--- src/rtl/ct_divider_taint_track_bitwise.sv ---
// Constant-time restoring divider with per-bit taint shadow.
// Every division takes the same number of cycles regardless of operand values;
// both the subtract and the restore path are evaluated each iteration and the
// borrow only selects between them. Taint is propagated conservatively: any
// taint reaching the compare makes the quotient bit and the whole remainder tainted.
module ct_divider_taint_track_bitwise #(
    parameter int NUM_BITS = 7
) (
    input  logic                clk,
    input  logic                rst,
    input  logic                start,
    input  logic [NUM_BITS-1:0] dividend,
    input  logic [NUM_BITS-1:0] divisor,
    input  logic                start_t,
    input  logic [NUM_BITS-1:0] dividend_t,
    input  logic [NUM_BITS-1:0] divisor_t,
    output logic [NUM_BITS-1:0] quotient,
    output logic [NUM_BITS-1:0] remainder,
    output logic [NUM_BITS-1:0] quotient_t,
    output logic [NUM_BITS-1:0] remainder_t,
    output logic                busy,
    output logic                done,
    output logic                done_t
);

    localparam int N  = NUM_BITS;
    localparam int CW = $clog2(NUM_BITS + 1);
    localparam logic [CW-1:0] CNT_ZERO  = {CW{1'b0}};
    localparam logic [CW-1:0] CNT_ONE   = CW'(1'b1);
    localparam logic [CW-1:0] CNT_LAST  = CW'(NUM_BITS);
    localparam logic [N-1:0]  ALL_ONES  = {N{1'b1}};
    localparam logic [N-1:0]  ALL_ZEROS = {N{1'b0}};

    typedef enum logic [1:0] {
        S_IDLE = 2'd0,
        S_RUN  = 2'd1,
        S_DONE = 2'd2
    } state_e;

    state_e         state_q, state_d;
    logic [CW-1:0]  cnt_q, cnt_d;
    logic [N-1:0]   dvd_q, dvd_d, dvs_q, dvs_d, rem_q, rem_d, q_q, q_d;
    logic [N-1:0]   dvd_t_q, dvd_t_d, dvs_t_q, dvs_t_d, rem_t_q, rem_t_d, q_t_q, q_t_d;
    logic           tag_q, tag_d;
    logic [N-1:0]   quotient_q, quotient_d, remainder_q, remainder_d;
    logic [N-1:0]   quotient_t_q, quotient_t_d, remainder_t_q, remainder_t_d;
    logic           busy_q, busy_d, done_q, done_d, done_t_q, done_t_d;

    logic [N:0]     sh_s, trial_s, sh_t_s;
    logic           borrow_s, qbit_s, cmp_t_s, smear_acc_s;
    logic [N-1:0]   smear_s, rem_nx_s, rem_t_nx_s;

    // One restoring-division step plus its taint shadow, evaluated every cycle.
    always_comb begin
        sh_s     = {rem_q, dvd_q[N-1]};
        trial_s  = sh_s - {1'b0, dvs_q};
        borrow_s = trial_s[N];
        sh_t_s   = {rem_t_q, dvd_t_q[N-1]};
        cmp_t_s  = (|sh_t_s) | (|dvs_t_q);
        smear_acc_s = 1'b0;
        smear_s     = ALL_ZEROS;
        // A tainted low bit can ripple a borrow into every higher bit.
        for (int i = 0; i < N; i++) begin
            smear_acc_s = smear_acc_s | sh_t_s[i] | dvs_t_q[i];
            smear_s[i]  = smear_acc_s;
        end
        if (borrow_s) begin
            rem_nx_s = sh_s[N-1:0];
            qbit_s   = 1'b0;
        end else begin
            rem_nx_s = trial_s[N-1:0];
            qbit_s   = 1'b1;
        end
        if (cmp_t_s) begin
            rem_t_nx_s = ALL_ONES;
        end else if (!borrow_s) begin
            rem_t_nx_s = smear_s;
        end else begin
            rem_t_nx_s = sh_t_s[N-1:0];
        end
    end

    // Next-state and datapath control for IDLE / RUN / DONE.
    always_comb begin
        state_d       = state_q;
        cnt_d         = cnt_q;
        dvd_d         = dvd_q;
        dvs_d         = dvs_q;
        rem_d         = rem_q;
        q_d           = q_q;
        dvd_t_d       = dvd_t_q;
        dvs_t_d       = dvs_t_q;
        rem_t_d       = rem_t_q;
        q_t_d         = q_t_q;
        tag_d         = tag_q;
        quotient_d    = quotient_q;
        remainder_d   = remainder_q;
        quotient_t_d  = quotient_t_q;
        remainder_t_d = remainder_t_q;
        done_t_d      = done_t_q;
        done_d        = 1'b0;
        case (state_q)
            S_IDLE: begin
                if (start) begin
                    state_d = S_RUN;
                    cnt_d   = CNT_ZERO;
                    dvd_d   = dividend;
                    dvs_d   = divisor;
                    rem_d   = ALL_ZEROS;
                    q_d     = ALL_ZEROS;
                    dvd_t_d = dividend_t;
                    dvs_t_d = divisor_t;
                    rem_t_d = ALL_ZEROS;
                    q_t_d   = ALL_ZEROS;
                    tag_d   = start_t;
                end else begin
                    state_d = S_IDLE;
                end
            end
            S_RUN: begin
                if (cnt_q != CNT_LAST) begin
                    cnt_d   = cnt_q + CNT_ONE;
                    rem_d   = rem_nx_s;
                    q_d     = {q_q[N-2:0], qbit_s};
                    dvd_d   = {dvd_q[N-2:0], 1'b0};
                    rem_t_d = rem_t_nx_s;
                    q_t_d   = {q_t_q[N-2:0], cmp_t_s};
                    dvd_t_d = {dvd_t_q[N-2:0], 1'b0};
                end else begin
                    // All iterations finished: publish results together with done.
                    state_d       = S_DONE;
                    quotient_d    = q_q;
                    remainder_d   = rem_q;
                    quotient_t_d  = q_t_q;
                    remainder_t_d = rem_t_q;
                    done_t_d      = tag_q;
                    done_d        = 1'b1;
                end
            end
            S_DONE: begin
                state_d = S_IDLE;
            end
            default: begin
                state_d = S_IDLE;
            end
        endcase
        busy_d = (state_d == S_RUN) && (cnt_d != CNT_LAST);
    end

    // State and datapath registers; reset clears everything including taints.
    always_ff @(posedge clk or posedge rst) begin
        if (rst) begin
            state_q       <= S_IDLE;
            cnt_q         <= CNT_ZERO;
            dvd_q         <= ALL_ZEROS;
            dvs_q         <= ALL_ZEROS;
            rem_q         <= ALL_ZEROS;
            q_q           <= ALL_ZEROS;
            dvd_t_q       <= ALL_ZEROS;
            dvs_t_q       <= ALL_ZEROS;
            rem_t_q       <= ALL_ZEROS;
            q_t_q         <= ALL_ZEROS;
            tag_q         <= 1'b0;
            quotient_q    <= ALL_ZEROS;
            remainder_q   <= ALL_ZEROS;
            quotient_t_q  <= ALL_ZEROS;
            remainder_t_q <= ALL_ZEROS;
            busy_q        <= 1'b0;
            done_q        <= 1'b0;
            done_t_q      <= 1'b0;
        end else begin
            state_q       <= state_d;
            cnt_q         <= cnt_d;
            dvd_q         <= dvd_d;
            dvs_q         <= dvs_d;
            rem_q         <= rem_d;
            q_q           <= q_d;
            dvd_t_q       <= dvd_t_d;
            dvs_t_q       <= dvs_t_d;
            rem_t_q       <= rem_t_d;
            q_t_q         <= q_t_d;
            tag_q         <= tag_d;
            quotient_q    <= quotient_d;
            remainder_q   <= remainder_d;
            quotient_t_q  <= quotient_t_d;
            remainder_t_q <= remainder_t_d;
            busy_q        <= busy_d;
            done_q        <= done_d;
            done_t_q      <= done_t_d;
        end
    end

    assign quotient    = quotient_q;
    assign remainder   = remainder_q;
    assign quotient_t  = quotient_t_q;
    assign remainder_t = remainder_t_q;
    assign busy        = busy_q;
    assign done        = done_q;
    assign done_t      = done_t_q;

endmodule

--- config.mk ---
export PLATFORM = sky130hd
export DESIGN_NAME = ct_divider_taint_track_bitwise
export DESIGN_NICKNAME = d
export VERILOG_FILES = /design/src/rtl/ct_divider_taint_track_bitwise.sv
export SDC_FILE = /design/constraint.sdc
export NUM_CORES = 1
export LEC_CHECK = 0
export ABC_AREA = 1
export CAP_MARGIN = 30
export CORE_MARGIN = 2
export CORE_UTILIZATION = 40
export CTS_CLUSTER_DIAMETER = 100
export CTS_CLUSTER_SIZE = 25
export DETAILED_ROUTE_END_ITERATION = 10
export PLACE_DENSITY = 0.69
export SLEW_MARGIN = 20
export SYNTH_ARGS = -nofsm -noshare
export SYNTH_HDL_FRONTEND = slang
export SYNTH_SLANG_ARGS = --single-unit
--- constraint.sdc ---
create_clock -name clk -period 3.6 [get_ports clk]
set_input_delay 1.08 -clock clk [delete_from_list [all_inputs] [get_ports clk]]
set_output_delay 1.08 -clock clk [all_outputs]
set_load 0.02 [all_outputs]
* Word-level counts from Yosys, hierarchy flattened
Cells that the tools add are included.
Storage, ports and cells: register bits after elaboration 93, latch bits 0, RAM bits 0, memory bits (read-only) 0, output and inout bits 31, logic and storage cells 76, memories kept 0
Operators by class: add/sub/neg operators 2, multiply operators 0, divide/modulo/power cells 0, magnitude comparators 0, eq/ne operators 6, shift-type cells 0, multiplexer cells 27, bitwise logic cells 15, reduce and logical (&&, ||, !) cells 8
Operator list (count):
- $mux 7 | 12
- $pmux 7 s2 | 6
- $or 1x1->1 | 14
- $reduce_or 8->1 | 1
- $sub 8x7->8 | 1
- $reduce_or 7->1 | 1
- $mux 3 | 2
- $ne 3x3->1 const B | 2
- $pmux 3 s2 | 1
- $eq 2x1->1 const B | 2
- $mux 1 | 4
- $ne 2x2->1 const B | 2
- $pmux 2 s2 | 1
- $reduce_and 2->1 | 2
- $add 3x1->3 const B | 1
- $reduce_and 3->1 | 1
- $logic_not 2->1 | 1
- $mux 2 | 1
- $reduce_bool 2->1 | 1
- $logic_and 1x1->1 | 1
- $not 1->1 | 1

* Depth between registers and ports, before layout
word-level depth 17, mapped depth 13, gate-level depth less buffers 13

* Least setup slack after synthesis
Ideal clock, no wire load.
kind in2reg, start input start, end register dvs_q[1], arrival 1.685 ns, required time 3.479 ns, path slack 1.794 ns, stages on the path 6, path buffers 2, path through nand3_1 buf_2 inv_2 buf_2 nand2_1 o21ai_1
On the way: word-level cells in the longest chain between the ends 1
Ends and longest elaborated chain:
- start, declared | line 11 | input logic start,
- $reduce_and 2->1 (no source line)
- end signal, assigned | line 175 | dvs_q <= dvs_d;
- end, declared | line 42 | logic [N-1:0] dvd_q, dvd_d, dvs_q, dvs_d, rem_q, rem_d, q_q, q_d;
Every way passes these cells. A chain may end at the register's enable or synchronous reset.

* Worst setup path in the final report
start input start, end register dvd_q[5]
On the way: word-level cells in the longest chain between the ends 2
Ends and longest elaborated chain:
- $ne 2x2->1 (no source line)
- $reduce_and 3->1 (no source line)
- end signal, assigned | line 174 | dvd_q <= dvd_d;
- end, declared | line 42
Every way passes these cells.

==> reports/metrics.csv <==
stage;metric;value;unit
status;status;finished, final reports clean;
global_route;initial antenna violation count;0;
detailed_routing;DR pass1 iterations;5;
pwr;clock share of power;14.2;%
sta;FMAX;382;MHz
synth;syn avg cell area;8.94;sq um
sta;Worst-Margin Slew;0.643;ns
sta;Final Critical Period;2.62;ns
global_route;vias in the first global route;3105;
layout;Antenna Cells;0;
critical_path;r2r endpoint;dvd_q[5]$_DFFE_PP0P_;
global_route;largest net degree at the start of global routing;57;
critical_path;CP Capture Type;flop;
critical_path;RR Startpoint;state_q[1]$_DFF_PP0_;
critical_path;crit path cell chain;clkdlybuf4s50_1 -> nand3_1 -> nand2_2 -> buf_4 -> o211ai_1 -> o21ai_0;
layout;Layout Nets;569;
die;I/O pin cnt;63;
critical_path;Reg2Reg Setup Slack;1.54;ns
sta;Fin Clk Skew;0.00881;ns
die;Core Area;10300;sq um
clock_network;CTS H-tree depth;3;
pwr;Power Dens Cells;980;nW/um^2
pwr;Max VDD drop;0.000391;V
global_route;grt ovf;0;
clock_network;Post-CTS Resized;0;
clock_network;TritonCTS Buffers;9;
pwr;Leakage;2.48;nW
layout;fin cells;668;
die;cell row count;37;
die;initial core utilization;40.9;%
die;die width;107;um
pwr;Seq pwr share;35.2;%
critical_path;slowest CP cell;clkdlybuf4s50_1;
synth;Net Count, Synth;511;
sta;setup TNS;0;ns
sta;Final WS setup;0.982;ns
global_route;Tot GR Track Use;15.9;%
synth;Mapped Cells;470;
layout;share of cells above drive strength 1;9.96;%
critical_path;CP startpoint kind;input pin;
clock_network;CTS Buffer Depth;2;
layout;filler instances;983;
critical_path;critical path class;in -> reg;
layout;Area Overhead vs Synth;21.3;%
pwr;Cell Int Power;2.83;mW
place;DP Wirelength;5870;um
clock_network;total setup buffers inserted after CTS;0;
detailed_routing;via density per instance;4.75;
detailed_routing;final WL;8200;um
critical_path;CP max FO;40;
critical_path;Worst EP required;3.88;ns
synth;Yosys Warn Count;0;
critical_path;reg2reg path depth;7;
critical_path;slowest cell delay on critical path;0.46;ns
clock_network;clock latency on the worst-skew pair;0.36;ns
clock_network;Sink Count;93;
pwr;switch share;43.3;%
place;routability cong.;0.811;
sta;final period utilization;72.7;%
die;Die H;107;um
clock_network;clock slew at reported path FFs;0.09;ns
sta;RSZ-0062 raised after global routing;false;
sta;Final Max Slew Viols;0;
flow_run;max cap viols;0;
detailed_routing;Antenna Nets Post-Route;0;
pwr;Logic pwr share;50.6;%
place;placed cells;652;
synth;Synth Cell Area;4200;sq um
detailed_routing;vias;3173;
synth;register area share after synthesis;55.4;%
detailed_routing;Routed WL per cell;12.3;um
critical_path;critical path arrival;2.90;ns
min_path;HP Start;tag_q$_DFFE_PP0P_;
clock_network;CTS Root Cell;clkbuf_8;
min_path;Hold WC Path Type;reg -> reg;
place;worst slack, placed;0.581;ns
synth;flops & latches, synth;93;
min_path;Min-Delay Path Depth;2;
clock_network;CTS tree;built;
sta;Hold Vio Cnt, Final;0;
sta;Max-slew headroom;57.1;%
sta;endpoints failing setup;0;
synth;Netlist cell types;29;
place;number of I/O port buffers;62;
detailed_routing;detailed-route DRC error count;0;
sta;hold_ws;0.482;ns
clock_network;Hold Buf Count CTS;0;
pwr;Psw;2.17;mW
global_route;first-pass GRT wire length;14100;um
die;Die Footprint;11300;sq um
detailed_routing;DRT iter0 DRCs;112;
min_path;WHS Endpoint;done_t$_DFFE_PP0P_;
==> cell families after synthesis <==
| kind of cell | share of synthesized area, % |
|---|---|
| and+or+nand+nor | 19.8 |
| DFF | 55.4 |
| buffers and inverters | 9.55 |
| AOI/OAI and AO/OA | 12.0 |
| adders and majority gates | 2.86 |
| xor gates and xnor gates | 0.417 |
==> worst max-delay path: cells and delay by family <==
family	cells	cell delay, ns
buf+inv	2	0.85
simple gates	2	0.73
compound gates	2	0.24
==> cells in the mapped netlist (all sizes together) <==
cell type | number | area (sq um)
xnor2 | 1 | 8.76
inv | 69 | 259
nand3 | 36 | 185
clkbuf | 3 | 11.3
nor2 | 10 | 52.6
nor4 | 3 | 18.8
nand2 | 142 | 553
o21ai | 65 | 389
a21oi | 4 | 23.8
ha | 8 | 100
dfrtp | 93 | 2330
o211ai | 8 | 60.1
buf | 17 | 131
xor2 | 1 | 8.76
nand4 | 3 | 18.8
fa | 1 | 20.0
a31oi | 4 | 25.0
nor3 | 1 | 5.00
o22ai | 1 | 6.26
==> layout by cell type, fill, tap and decap left out, types with 2 or more instances in the layout <==
cell type,netlist,layout
nand2_1,136,136
buf_4,1,4
clkbuf_8,0,10
a21oi_1,3,3
nor2_4,2,2
o21ai_0,34,34
clkdlybuf4s50_1,0,62
dfrtp_1,93,93
ha_1,8,8
nand3_1,35,35
nand2_2,5,5
clkinvlp_4,0,2
clkinv_2,0,2
nand4_1,3,3
inv_1,64,63
o21ai_1,14,14
o211ai_1,8,8
o21ai_2,17,17
inv_2,5,5
nor4_1,3,3
a31oi_1,4,4
nor2_1,8,8
==> stage by stage <==
step           power [mW]  utilization, %  cell area, sq um
6_report             5.00            49.6              5100
5_1_grt              5.50            49.6              5100
4_1_cts              5.03            49.4              5080
3_5_place_dp         4.32            47.5              4880
3_3_place_gp         4.24            47.5              4880
2_1_floorplan        3.67               -              4200
==> worst max-delay path by stage <==
stage                      from                      to  slack, ns  cells after the start
after global placement    start  dvd_t_q[2]$_DFFE_PP0P_       0.66                      6
final                     start    dvd_q[5]$_DFFE_PP0P_       0.98                      6
after CTS                 start    q_t_q[3]$_DFFE_PP0P_       0.97                      6
after detailed placement  start    q_t_q[3]$_DFFE_PP0P_       0.58                      6
after floorplan             rst          busy$_DFF_PP0_        0.1                      1
after global routing      start      q_q[1]$_DFFE_PP0P_       0.72                      6
==> metal layers <==
| metal | vias up | part of all wire, % | global-route usage (%) |
|---|---|---|---|
| met2 | 67 | 46 | 25.2 |
| met3 | 14 | 4.1 | 2.70 |
| met1 | 1489 | 48 | 21.6 |
| met4 | 0 | 1.8 | 6.49 |
| li1 | 1603 | - | - |
| met5 | - | 0 | 0 |
==> power by group through the flow <==
| stage | combinational, mW | sequential [mW] | clock, mW |
|---|---|---|---|
| 6_report | 2.53 | 1.76 | 0.710 |
| 5_1_grt | 2.92 | 1.82 | 0.761 |
| 4_1_cts | 2.55 | 1.77 | 0.718 |
| 3_5_place_dp | 2.54 | 1.78 | 0 |
| 3_3_place_gp | 2.47 | 1.77 | 0 |
| 2_1_floorplan | 1.76 | 1.91 | 0 |
==> final cells by class <==
| type | count | area [sq um] | share of cell area [%] |
|---|---|---|---|
| Sequential cell | 93 | 2330 | 45.6 |
| Inverter | 69 | 260 | 5.10 |
| Multi-Input combinational cell | 288 | 1480 | 28.9 |
| Clock buffer | 10 | 138 | 2.70 |
| Tap cell | 136 | 170 | 3.34 |
| Timing Repair Buffer | 67 | 671 | 13.2 |
| Clock inverter | 5 | 58.8 | 1.15 |
Note: power is estimated with default switching activity, not from simulation.
